$ cat src/rtl/cpu_pkg.sv
// rtl/cpu_pkg.sv - shared constants and encodings for the EX-stage multiply/divide unit
package cpu_pkg;

    localparam int MD_WIDTH = 32;
    localparam int MD_CNT_W = 6;

    typedef enum logic [1:0] {
        MD_OP_NONE = 2'b00,
        MD_OP_MUL  = 2'b01,
        MD_OP_DIVU = 2'b10,
        MD_OP_REMU = 2'b11
    } md_op_e;

    typedef enum logic [1:0] {
        MD_IDLE = 2'b00,
        MD_BUSY = 2'b01,
        MD_DONE = 2'b10
    } md_state_e;

endpackage

$ cat src/rtl/ex_muldiv_unit_if.sv
// rtl/ex_muldiv_unit_if.sv - ID/EX operand bundle and stall/result return path of the mul/div unit
//   start_i/op_i/data1_i/data2_i : instruction held in ID/EX (pipeline -> unit)
//   stall_o/done_o/result_o      : hold request, one-cycle done pulse, registered result
interface ex_muldiv_unit_if #(
    parameter int WIDTH = 32
);
    logic             start_i;
    logic [1:0]       op_i;
    logic [WIDTH-1:0] data1_i;
    logic [WIDTH-1:0] data2_i;
    logic             stall_o;
    logic             done_o;
    logic [WIDTH-1:0] result_o;

    modport master (
        output start_i, op_i, data1_i, data2_i,
        input  stall_o, done_o, result_o
    );

    modport slave (
        input  start_i, op_i, data1_i, data2_i,
        output stall_o, done_o, result_o
    );
endinterface

$ cat src/rtl/ex_muldiv_unit.sv
// rtl/ex_muldiv_unit.sv - iterative shift-add multiplier / restoring divider for the EX stage
//   clk_i : clock, all state on posedge
//   rst_i : synchronous active-low reset
//   bus   : slave side of ex_muldiv_unit_if (operands in, stall/done/result out)
module ex_muldiv_unit
    import cpu_pkg::*;
#(
    parameter int WIDTH = MD_WIDTH,
    parameter int CNT_W = MD_CNT_W   // 2**CNT_W must exceed WIDTH
) (
    input  logic              clk_i,
    input  logic              rst_i,
    ex_muldiv_unit_if.slave   bus
);

    md_state_e          state, state_n;
    md_op_e             op_q;
    logic [CNT_W-1:0]   cnt;
    logic [2*WIDTH-1:0] acc, opa, opb;
    logic [2*WIDTH-1:0] acc_n, opa_n, opb_n;
    logic [WIDTH-1:0]   result_q;

    logic [WIDTH:0]     rem_sh, rem_sub;
    logic               rem_ge;
    logic               accept, last;

    // A NONE op never starts, so it never stalls the pipeline.
    assign accept = (state == MD_IDLE) && bus.start_i && (bus.op_i != MD_OP_NONE);
    assign last   = (state == MD_BUSY) && (cnt == CNT_W'(WIDTH - 1));

    // Divide mode register use: acc holds the partial remainder, opa[WIDTH-1:0]
    // holds the dividend shifting out at the top while quotient bits enter at
    // the bottom, opb[WIDTH-1:0] holds the divisor.
    assign rem_sh  = {acc[WIDTH-1:0], opa[WIDTH-1]};
    assign rem_sub = rem_sh - {1'b0, opb[WIDTH-1:0]};
    assign rem_ge  = rem_sh >= {1'b0, opb[WIDTH-1:0]};

    always_comb begin
        acc_n = acc;
        opa_n = opa;
        opb_n = opb;
        if (op_q == MD_OP_MUL) begin
            if (opb[0]) begin
                acc_n = acc + opa;
            end
            opa_n = opa << 1;
            opb_n = opb >> 1;
        end else begin
            acc_n = {{(WIDTH-1){1'b0}}, (rem_ge ? rem_sub : rem_sh)};
            opa_n = {opa[2*WIDTH-2:0], rem_ge};
        end
    end

    always_comb begin
        state_n = state;
        case (state)
            MD_IDLE: if (accept) state_n = MD_BUSY;
            MD_BUSY: if (last)   state_n = MD_DONE;
            MD_DONE:             state_n = MD_IDLE;
            default:             state_n = MD_IDLE;
        endcase
    end

    always_ff @(posedge clk_i) begin
        if (!rst_i) begin
            state <= MD_IDLE;
        end else begin
            state <= state_n;
        end
    end

    always_ff @(posedge clk_i) begin
        if (!rst_i) begin
            cnt      <= '0;
            acc      <= '0;
            opa      <= '0;
            opb      <= '0;
            op_q     <= MD_OP_NONE;
            result_q <= '0;
        end else if (accept) begin
            cnt  <= '0;
            acc  <= '0;
            opa  <= {{WIDTH{1'b0}}, bus.data1_i};
            opb  <= {{WIDTH{1'b0}}, bus.data2_i};
            op_q <= md_op_e'(bus.op_i);
        end else if (state == MD_BUSY) begin
            cnt <= cnt + 1'b1;
            acc <= acc_n;
            opa <= opa_n;
            opb <= opb_n;
            if (last) begin
                result_q <= (op_q == MD_OP_DIVU) ? opa_n[WIDTH-1:0] : acc_n[WIDTH-1:0];
            end
        end
    end

    assign bus.stall_o  = accept || (state == MD_BUSY);
    assign bus.done_o   = (state == MD_DONE);
    assign bus.result_o = result_q;

endmodule

$ cat src/flat_wrapper.sv
// flat-port wrapper written by rule: the top's interface ports become plain ports
module ex_muldiv_unit_flat import cpu_pkg::*;
#(
    parameter int WIDTH = MD_WIDTH,
    parameter int CNT_W = MD_CNT_W                                
)
  (clk_i, rst_i, bus_start_i, bus_op_i, bus_data1_i, bus_data2_i, bus_stall_o, bus_done_o, bus_result_o);
  ex_muldiv_unit_if #(.WIDTH(WIDTH)) bus_i ();
  input  logic clk_i;
  input  logic rst_i;
  input wire logic [$bits(bus_i.start_i)-1:0] bus_start_i;
  input wire logic [$bits(bus_i.op_i)-1:0] bus_op_i;
  input wire logic [$bits(bus_i.data1_i)-1:0] bus_data1_i;
  input wire logic [$bits(bus_i.data2_i)-1:0] bus_data2_i;
  output wire logic [$bits(bus_i.stall_o)-1:0] bus_stall_o;
  output wire logic [$bits(bus_i.done_o)-1:0] bus_done_o;
  output wire logic [$bits(bus_i.result_o)-1:0] bus_result_o;
  assign bus_i.start_i = bus_start_i;
  assign bus_i.op_i = bus_op_i;
  assign bus_i.data1_i = bus_data1_i;
  assign bus_i.data2_i = bus_data2_i;
  assign bus_stall_o = bus_i.stall_o;
  assign bus_done_o = bus_i.done_o;
  assign bus_result_o = bus_i.result_o;
  ex_muldiv_unit #(.WIDTH(WIDTH), .CNT_W(CNT_W)) u_core (.clk_i(clk_i), .rst_i(rst_i), .bus(bus_i));
endmodule
$ cat config.mk
export PLATFORM = sky130hd
export DESIGN_NAME = ex_muldiv_unit_flat
export DESIGN_NICKNAME = d
export VERILOG_FILES = /design/src/rtl/cpu_pkg.sv /design/src/rtl/ex_muldiv_unit_if.sv /design/src/rtl/ex_muldiv_unit.sv /design/src/flat_wrapper.sv
export SDC_FILE = /design/constraint.sdc
export NUM_CORES = 1
export LEC_CHECK = 0
export ABC_AREA = 1
export BUFFER_PORTS_ARGS = -buffer_cell sky130_fd_sc_hd__buf_2
export CAP_MARGIN = 30
export CORE_ASPECT_RATIO = 0.7
export CORE_UTILIZATION = 45
export CTS_CLUSTER_DIAMETER = 120
export DETAILED_ROUTE_END_ITERATION = 6
export PLACE_DENSITY = 0.71
export REMOVE_ABC_BUFFERS = 1
export SETUP_SLACK_MARGIN = 0.4
export SYNTH_ARGS = -nofsm -noshare
export SYNTH_HDL_FRONTEND = slang
export SYNTH_SLANG_ARGS = --single-unit
$ cat constraint.sdc
create_clock -name clk_i -period 2.1 [get_ports clk_i]
set_input_delay 0.105 -clock clk_i [delete_from_list [all_inputs] [get_ports clk_i]]
set_output_delay 0.105 -clock clk_i [all_outputs]
set_load 0.02 [all_outputs]
# == Yosys cells after proc, flatten, opt, wreduce, memory -nomap -nowiden ==
# Cells that the tools add are included.
# op_classes
eq_ne,8
magnitude_cmp,1
n_mux,13
bitwise,2
addsub,3
reduce_logical,13
# op_table
operator,count
two-way mux 32 bit,6
two-way mux 64 bit,2
adder 64 bit,1
>= comparator 33 x 32 -> 1 bit,1
two-way mux 33 bit,1
subtractor 33 x 32 -> 33 bit,1
"adder 6 x 1 -> 6 bit, second input constant",1
"equality test 6 x 5 -> 1 bit, second input constant",1
"!= test 2 x 1 -> 1 bit, second input constant",3
AND reduction 2 bit,3
nonzero test 2 bit,3
"equality test 2 x 1 -> 1 bit, second input constant",2
"equality test 2 bit, second input constant",2
two-way mux 2 bit,2
case mux 2 bit (2 select lines),1
logical AND 1 bit,3
AND reduction 3 bit,1
logical NOT 2 bit,1
inverter 1 bit,2
OR reduction 2 bit,1
logical OR 1 bit,1
two-way mux 1 bit,1
# word_totals
word_cells,49
out_inout_bits,34
input_bits,69
ff_bits,202

# == Longest topological paths before layout ==
# Gate-level depths: netlist (run 1).
# depth
word_depth,5
ltp_mapped,19
mapped_depth_nobuf,18

# == Worst setup path before layout (run 1) ==
# OpenSTA, ideal clock, no wires.
# synth_timing
path_kind,reg-to-reg
startpoint,register u_core.acc[0]
endpoint,"register u_core.result_q[14], in the netlist u_core.bus.result_o[14]"
t_required_ns,1.957
path_stages_with_launch,14
setup_time_ns,0.143
arrival_time_ns,1.979
n_path_buf,0
path_slack_ns,-0.021
synth_period_minus_slack_ns,2.121
path_cell_list,dfxtp_1 > ha_1 > fa_1 > nand3_1 > nand3_1 > nand2_1 > nand2_1 > nand2_1 > nand2_1 > xor2_1 > o21ai_0 > nand3_1 > nand2_1 > a21oi_1
# synth_between
elab_chain_cells,4
word_cells_on_any_way,7
classes_between,add/sub: 2; order compare: 1; mux: 4
# synth_lines
item,line_no,source
"start, declared",ex_muldiv_unit.sv:19,"logic [2*WIDTH-1:0] acc, opa, opb;"
"start signal, assigned",ex_muldiv_unit.sv:88,acc <= acc_n;
"adder 64 bit, or another cell as far along",ex_muldiv_unit.sv:44,acc_n = acc + opa;
two-way mux 64 bit / two-way mux 33 bit (equally long branches),"ex_muldiv_unit.sv:43, ex_muldiv_unit.sv:49",
two-way mux 64 bit *,ex_muldiv_unit.sv:42,if (op_q == MD_OP_MUL) begin
two-way mux 32 bit *,ex_muldiv_unit.sv:92,result_q <= (op_q == MD_OP_DIVU) ? opa_n[WIDTH-1:0] : acc_n[WIDTH-1:0];
"end signal, assigned",ex_muldiv_unit.sv:92,
"end, declared",ex_muldiv_unit.sv:21,logic [WIDTH-1:0] result_q;
# Mark *: on every way between the ends. The rest lies on a longest branch, timed or not. The select of a mux whose other input is x is not followed.
# A chain may end at the register's enable or synchronous reset.

# == Worst setup path after layout (run 1) ==
# layout_timing
startpoint,register u_core.acc[11]
endpoint,register u_core.acc[2]
# layout_between
elab_chain_cells,3
# layout_lines
item,line_no,source
>= comparator 33 x 32 -> 1 bit,ex_muldiv_unit.sv:36,"assign rem_ge = rem_sh >= {1'b0, opb[WIDTH-1:0]};"
two-way mux 33 bit,ex_muldiv_unit.sv:49,"acc_n = {{(WIDTH-1){1'b0}}, (rem_ge ? rem_sub : rem_sh)};"
two-way mux 64 bit,ex_muldiv_unit.sv:42,
# No other way between the ends.

==> flow_metrics.tcl, run 1 <==
set metrics [dict create \
    fin_ws_ns -0.2909 \
    synth_edf_count 0 \
    critPathMaxFanout 5 \
    ios 103 \
    p_leak_nw 9.633 \
    cts-buffers-inserted 17 \
    area_growth_syn_to_layout_pct 59.54 \
    first_iter_violations 1384 \
    crit_path_start "u_core.acc[11]" \
    vias 15551 \
    ant_nets 0 \
    layout-drive-gt1-share_pct 39.44 \
    netlist_top_cells_count "nand2_1 (736), inv_1 (330), nand3_1 (186)" \
    whs_ns 0.05942 \
    hp-class "input port to register" \
    synth.most_common_cell "nand2_1" \
    violations "setup timing" \
    num_antenna_cells 0 \
    viasPerCell 5.353 \
    grt.overflow.total 0 \
    p_sw_share_pct 42.01 \
    worst_pin_slew_ns 0.6037 \
    seq_area_frac_synth_pct 23.16 \
    cts_buffer_depth 2 \
    start_util_pct 46.10 \
    die_w_um 196.6 \
    r2r-start "u_core.acc[11]" \
    final_cells 2905 \
    place_ws_ns -0.4771 \
    port_buffers 102 \
    hold_violations 0 \
    combPwrFrac_pct 57.1 \
    min-delay-start "bus_start_i" \
    synthArstFlopShare_pct 0 \
    skew_ns 0.01492 \
    syn_inst 2074 \
    regArea_mm2 0.002863 \
    setup_viol 65 \
    required_ns 2.44 \
    grt_max_degree 104 \
    cp.arrival_ns 2.73 \
    drv_cap 0 \
    ys_seq_elements 138 \
    grt_pass1_wl_mm 76.20 \
    multi_input_area_mm2 0.009594 \
    drc 0 \
    yosys_warnings 0 \
    fill_cells 2054 \
    period_share_pct 113.9 \
    cts_root_buf "clkbuf_16" \
    core_mm2 0.02587 \
    detailed_place_hpwl_mm 32.73 \
    final_nets 2670 \
    ir_drop_mv 0.7563 \
    rsz0062_at_grt "yes" \
    ys_top_cells_by_area "dfxtp_1 (23%), nand2_1 (23%), inv_1 (10%), nand3_1 (7.8%), ha_1 (6.7%)" \
    antenna_found_initial 0 \
    p_int_w 0.008368 \
    dp.cells 2734 \
    wl_mm 51.33 \
    dr.pass1.iters 5 \
    fin_crit_ns 2.391 \
    clkSinkCount 138 \
    start_kind "register" \
    wl_per_cell_um 17.67 \
    clk_pin_slew_ns 0.07 \
    syn_avg_cell_area_um2 5.750 \
    drv_slew 0 \
    worstSetupPathType "register to register" \
    grt_use_total_pct 35.89 \
    yosys.area.top_type_share_pct 23.16 \
    clkPwrFrac_pct 22.4 \
    status "complete, but fails checks" \
    cp-end-kind "register" \
    postLayoutCellArea_mm2 0.01903 \
    rows 49 \
    yosysTopAreaCell "dfxtp_1" \
    gp_congestion 0.9834 \
    dpl_cell_area_mm2 0.01473 \
    htreeDepth 4 \
    clock_latency_ns 0.46 \
    netlist-cell-type-count 39 \
    power_frac_seq_pct 20.5 \
    die_area_mm2 0.02717 \
    relSlewSlack_pct 59.75 \
    p_sw_w 0.006062 \
    fmax_ghz 0.4183 \
    powerDensity_mw_per_mm2 758.4 \
    grt_pass1_vias 14446 \
    die_h_um 138.2 \
    synthesis.area_mm2 0.01193 \
    synth_flop_cell "dfxtp_1" \
    cts_tree "built" \
]
cell families (layout without fill, tap and decap cells):
| family | after synthesis | after routing | share of synthesized area, % |
|---|---|---|---|
| compound gates | 253 | 253 | 12.77 |
| fa+ha+maj | 66 | 66 | 7.050 |
| xor+xnor | 25 | 25 | 1.836 |
| flops | 138 | 138 | 23.16 |
| buf+inv | 423 | 894 | 13.86 |
| simple gates | 1169 | 1172 | 41.32 |
power groups by stage:
stage,logic (W),clock network (W),registers [W]
5_1_grt,0.00876,0.00339,0.00296
3_5_place_dp,0.00533,0,0.00294
6_report,0.00824,0.00323,0.00295
3_3_place_gp,0.00526,0,0.00294
2_1_floorplan,0.00309,0,0.00293
4_1_cts,0.00701,0.00326,0.00294
cells in the final DEF, fill, tap and decap left out, types with 36 or more instances in the layout:
cell type and count:
a21oi_1 72, a21oi_2 36, a31oi_1 52, buf_2 101, buf_4 300, dfxtp_1 80, dfxtp_2 47, dlygate4sd3_1 66
ha_4 49, inv_1 293, inv_2 50, nand2_1 591, nand2_2 123, nand3_1 100, nand3_2 92, nor2_1 130
flip-flops by register name, summed over array words and instances (netlist names):
name,flops
u_core.acc,32
u_core.bus.result_o,32
u_core.opa,32
u_core.opb,32
u_core.cnt,6
u_core.op_q,2
u_core.state,2
repair_timing:
item	CTS	global route
gates cloned	7	3
endpoints found under the hold margin	65	0
endpoints found under the setup margin	83	103
hold buffers	66	0
pin swaps	96	117
buffers inserted	39	24
resized for setup	352	230
layout make-up:
cell class / count / share of cell area (%)
clock inverters: 8 / 0.6050
repair buffers: 511 / 22.00
inverters: 351 / 6.990
clock buffers: 24 / 2.584
multi-input cells: 1516 / 50.42
flip-flops and latches: 138 / 15.05
well taps: 357 / 2.348
final timing paths:
path	end	slack, ns	cells past startpoint
setup / recovery	u_core.acc[2]	-0.29	17
hold / removal	u_core.state[0]	0.06	3
setup reg to reg	u_core.acc[2]	-0.29	17
hold reg to reg	u_core.bus.result_o[1]	0.46	2
stage by stage:
stage	total power (W)	TNS, ns	util (%)
2_1_floorplan	0.006012	-405.02	-
3_3_place_gp	0.008207	-18.16	56.94
3_5_place_dp	0.008274	-21.03	56.94
4_1_cts	0.01321	-6.926	69.56
5_1_grt	0.01512	-20.84	73.54
6_report	0.01443	-14.22	73.54
worst max-delay path, cell delays in order (launching register included):
cell and delay [ns]:
dfxtp_4 0.38, ha_4 0.31, nand2_2 0.10, nor2_4 0.15
nand2_4 0.08, nor2_4 0.12, nand2_2 0.08, nor2_4 0.12
nor2_4 0.07, buf_6 0.12, buf_12 0.14, nand2_8 0.11
buf_6 0.11, nand2_4 0.04, nand3_4 0.07, nand3_2 0.07
o211ai_1 0.12, inv_1 0.06
per-layer routing:
layer  GRT usage (%)  vias to the layer above  routed length, µm
met5               0                        -                  0
met4           14.57                        0               2288
met3           7.392                      149               4345
met2           56.14                      719              22520
met1           48.12                     7212              22180
li1                -                     7471                  -
Note: power is estimated with default switching activity, not from simulation.
==> run 2: changes to the inputs <==
--- a/config.mk
+++ b/config.mk
@@ -9,10 +9,10 @@
 export BUFFER_PORTS_ARGS = -buffer_cell sky130_fd_sc_hd__buf_2
 export CAP_MARGIN = 30
 export CORE_ASPECT_RATIO = 0.7
-export CORE_UTILIZATION = 45
+export CORE_UTILIZATION = 60
 export CTS_CLUSTER_DIAMETER = 120
 export DETAILED_ROUTE_END_ITERATION = 6
-export PLACE_DENSITY = 0.71
+export PLACE_DENSITY = 0.86
 export REMOVE_ABC_BUFFERS = 1
 export SETUP_SLACK_MARGIN = 0.4
 export SYNTH_ARGS = -nofsm -noshare
==> constraint.sdc (replaced) <==
create_clock -name clk_i -period 2.3 [get_ports clk_i]
set_input_delay 0.115 -clock clk_i [delete_from_list [all_inputs] [get_ports clk_i]]
set_output_delay 0.115 -clock clk_i [all_outputs]
set_load 0.02 [all_outputs]
==> run 2 against run 1 <==
The flow now stops in global routing (5_1_grt); synthesized cell count did not move; area after synthesis did not move.
==> flow_metrics.tcl, run 2 <==
set metrics [dict create \
    status "stopped before the end" \
    stop_stage "global routing (5_1_grt)" \
    error_line "[ERROR GRT-0232] Routing congestion too high. Check the congestion heatmap in the GUI." \
    synth_edf_count 0 \
    yosysTopAreaCell "dfxtp_1" \
    worst_endpoint "u_core.bus.result_o[3]$_SDFFE_PN0P_/D" \
    netlist_top_cells_count "nand2_1 (736), inv_1 (330), nand3_1 (186)" \
    synthArstFlopShare_pct 0 \
    yosys.area.top_type_share_pct 23.16 \
    clkSinkCount 138 \
    start_util_pct 62.18 \
    ys_seq_elements 138 \
    die_w_um 170.5 \
    rows 42 \
    ys_top_cells_by_area "dfxtp_1 (23%), nand2_1 (23%), inv_1 (10%), nand3_1 (7.8%), ha_1 (6.7%)" \
    syn_inst 2074 \
    seq_area_frac_synth_pct 23.16 \
    cts-buffers-inserted 17 \
    gp_congestion 1.073 \
    die_h_um 120.0 \
    yosys_warnings 0 \
    cts_root_buf "clkbuf_16" \
    worstEndpointType "register data pin" \
    grt_use_total_pct 83.21 \
    grt_max_degree 104 \
    synth_flop_cell "dfxtp_1" \
    grt.overflow.total 176 \
    detailed_place_hpwl_mm 32.16 \
    place_ws_ns -0.1970 \
    htreeDepth 4 \
    dp.cells 2592 \
    synthesis.area_mm2 0.01193 \
    cts_buffer_depth 2 \
    syn_avg_cell_area_um2 5.750 \
    synth.most_common_cell "nand2_1" \
    netlist-cell-type-count 39 \
    ios 103 \
    port_buffers 102 \
]
run 2: routing by layer:
layer  overflow  GRT usage, %
met1          6         83.44
met2        112         98.95
met3          3         67.58
met4         55         85.75
met5          0         32.23
run 2: what timing repair did:
item	4_1_cts
endpoints found under the hold margin	60
gates resized for setup	289
hold buffers	60
cloned	3
pin swaps	75
endpoints found under the setup margin	98
buffers inserted	24
run 2: per-stage QoR:
stage / area [µm²] / hold slack (ns) / setup TNS [ns] / util, %
2_1_floorplan: 11590 / 0.2395 / -377.63 / -
3_5_place_dp: 14200 / 0.3864 / -7.440 / 74.01
3_3_place_gp: 14200 / 0.3737 / -5.018 / 74.01
4_1_cts: 16940 / 0.005269 / -0.006442 / 88.29
run 2: cell families after synthesis:
| kind of cell | count (synthesis) | share of synthesized area [%] |
|---|---|---|
| compound gates | 253 | 12.77 |
| fa+ha+maj | 66 | 7.050 |
| buf+inv | 423 | 13.86 |
| simple gates | 1169 | 41.32 |
| flops | 138 | 23.16 |
| xor+xnor | 25 | 1.836 |
==> run 3: changes to the inputs <==
--- a/config.mk
+++ b/config.mk
@@ -8,13 +8,10 @@
 export ABC_AREA = 1
 export BUFFER_PORTS_ARGS = -buffer_cell sky130_fd_sc_hd__buf_2
 export CAP_MARGIN = 30
-export CORE_ASPECT_RATIO = 0.7
-export CORE_UTILIZATION = 60
-export CTS_CLUSTER_DIAMETER = 120
+export CORE_UTILIZATION = 40
 export DETAILED_ROUTE_END_ITERATION = 6
-export PLACE_DENSITY = 0.86
+export PLACE_DENSITY_LB_ADDON = 0.15
 export REMOVE_ABC_BUFFERS = 1
-export SETUP_SLACK_MARGIN = 0.4
 export SYNTH_ARGS = -nofsm -noshare
 export SYNTH_HDL_FRONTEND = slang
 export SYNTH_SLANG_ARGS = --single-unit
==> run 3 against run 2 <==
The flow now finishes, with violations (setup timing).
==> flow_metrics.tcl, run 3 (same netlist as run 1, synthesis figures left out) <==
set metrics [dict create \
    gp_congestion 1.034 \
    clkSinkCount 138 \
    area_growth_syn_to_layout_pct 57.61 \
    multi_input_area_mm2 0.009666 \
    core_mm2 0.02901 \
    wl_mm 48.87 \
    ir_drop_mv 0.6270 \
    period_share_pct 103.2 \
    status "complete, but fails checks" \
    cp.arrival_ns 2.71 \
    required_ns 2.63 \
    grt_pass1_vias 13909 \
    final_cells 2912 \
    grtUsageMet2_pct 48.46 \
    rsz0062_at_grt "yes" \
    grt_pass1_wl_mm 73.70 \
    detailed_place_hpwl_mm 33.97 \
    final_nets 2650 \
    fmax_ghz 0.4212 \
    fin_ws_ns -0.07430 \
    layout-drive-gt1-share_pct 39.79 \
    cp_top_family "simple AND/OR/NAND/NOR gates" \
    critPathMaxFanout 8 \
    viasPerCell 5.087 \
    start_kind "register" \
    grt_util_met3_pct 4.330 \
    regArea_mm2 0.002864 \
    cts_tree "built" \
    top_usage_layer "met2" \
    drv_cap 0 \
    hold_violations 0 \
    postLayoutCellArea_mm2 0.01880 \
    antenna_found_initial 0 \
    wl_per_cell_um 16.78 \
    htreeDepth 4 \
    clock_latency_ns 0.47 \
    p_leak_nw 9.388 \
    layout_common_cells "nand2_1 (583), inv_1 (294), buf_4 (293)" \
    worstSetupPathType "register to register" \
    grt_max_degree 104 \
    grt_util_met1_pct 42.84 \
    powerDensity_mw_per_mm2 676.3 \
    clk_pin_slew_ns 0.07 \
    skew_ns 0.01275 \
    dp.cells 2776 \
    cts-buffers-inserted 17 \
    critPathBufInv 4 \
    crit_slowest_cell "dfxtp_2" \
    fill_cells 2662 \
    ios 103 \
    vias 14812 \
    port_buffers 102 \
    drv_slew 0 \
    first_iter_violations 1113 \
    dpl_cell_area_mm2 0.01492 \
    die_area_mm2 0.03051 \
    drc 0 \
    die_h_um 174.7 \
    setup_viol 4 \
    path_cells "inv_2 > ha_4 > nand2_4 > inv_2 > nand2_1 > nand2_1 > nand2_1 > nand2_2 > nand2_2 > nand2_2 > nor2_4 > buf_12 > buf_12 > nand3b_1 > nand3_2 > nand3_1 > nand2_1 > a21oi_1" \
    worst_pin_slew_ns 0.5848 \
    rows 62 \
    cp-end-kind "register" \
    grt_use_total_pct 31.04 \
    grt.overflow.total 0 \
    cts_root_buf "clkbuf_16" \
    dr.pass1.iters 7 \
    timing.setup.tns_ns -0.1531 \
    worst_path_largest_cell_delay_ns 0.33 \
    crit_top_cell "nand2_1" \
    die_w_um 174.7 \
    violations "setup timing" \
    start_util_pct 41.11 \
    hp-class "input port to register" \
    num_antenna_cells 0 \
    relSlewSlack_pct 61.01 \
    fin_crit_ns 2.374 \
    cts_buffer_depth 2 \
    ant_nets 0 \
    final_common_cell "nand2_1" \
]
## run 3: per-stage QoR
stage,utilization [%],worst slack [ns],power (W),hold slack [ns]
final,64.79,-0.07430,0.01271,0.02047
after detailed placement,51.41,-0.2117,0.007830,0.3862
after floorplan,-,-3.275,0.005490,0.2395
after global routing,64.79,-0.1388,0.01337,0.03080
after global placement,51.41,-0.2362,0.007805,0.3742
after CTS,58.94,-0.01220,0.01145,0.003204
## run 3: metal layers
metal	up-vias	part of all wire (%)
met5	-	0
met4	0	3.4
met3	84	6.2
met2	474	45
met1	6822	46
li1	7432	-
## run 3: repair_timing
item,CTS,global route
hold buffers,68,0
setup endpoints to repair,64,67
buffers inserted,9,20
endpoints found under the hold margin,64,0
resized for setup,170,403
pin swaps,39,102
cloned,5,4
## run 3: final cells by class
cell class | count | area share, %
Clock buffer | 18 | 2.336
Clock inverter | 14 | 0.9186
Inverter | 351 | 7.076
Multi-Input combinational cell | 1519 | 51.42
Sequential cell | 138 | 15.24
Tap cell | 384 | 2.556
Timing Repair Buffer | 488 | 20.46
## run 3: final timing paths
check                              start  slack, ns  cells after the start                endpoint
hold / removal                     rst_i       0.02                      3          u_core.opb[14]
setup reg to reg          u_core.opb[20]      -0.07                     18  u_core.bus.result_o[8]
setup / recovery          u_core.opb[20]      -0.07                     18  u_core.bus.result_o[8]
hold reg to reg   u_core.bus.result_o[6]       0.46                      2  u_core.bus.result_o[6]
## run 3: worst reg2reg max path: cells and delay by family, from the launching register on
kind | cells | cell delay (ns)
AND/OR/NAND/NOR | 12 | 1.09
buffers and inverters | 4 | 0.50
flip-flops | 1 | 0.33
adder cells (fa/ha/maj) | 1 | 0.27
AO/OA/AOI/OAI | 1 | 0.05
## run 3: power by group
group	total (W)	leakage (nW)	switching [W]	internal, W
sequential	0.00270	1.15	0.000170	0.00253
combinational	0.00702	7.94	0.00396	0.00306
clock	0.00299	0.296	0.00126	0.00174
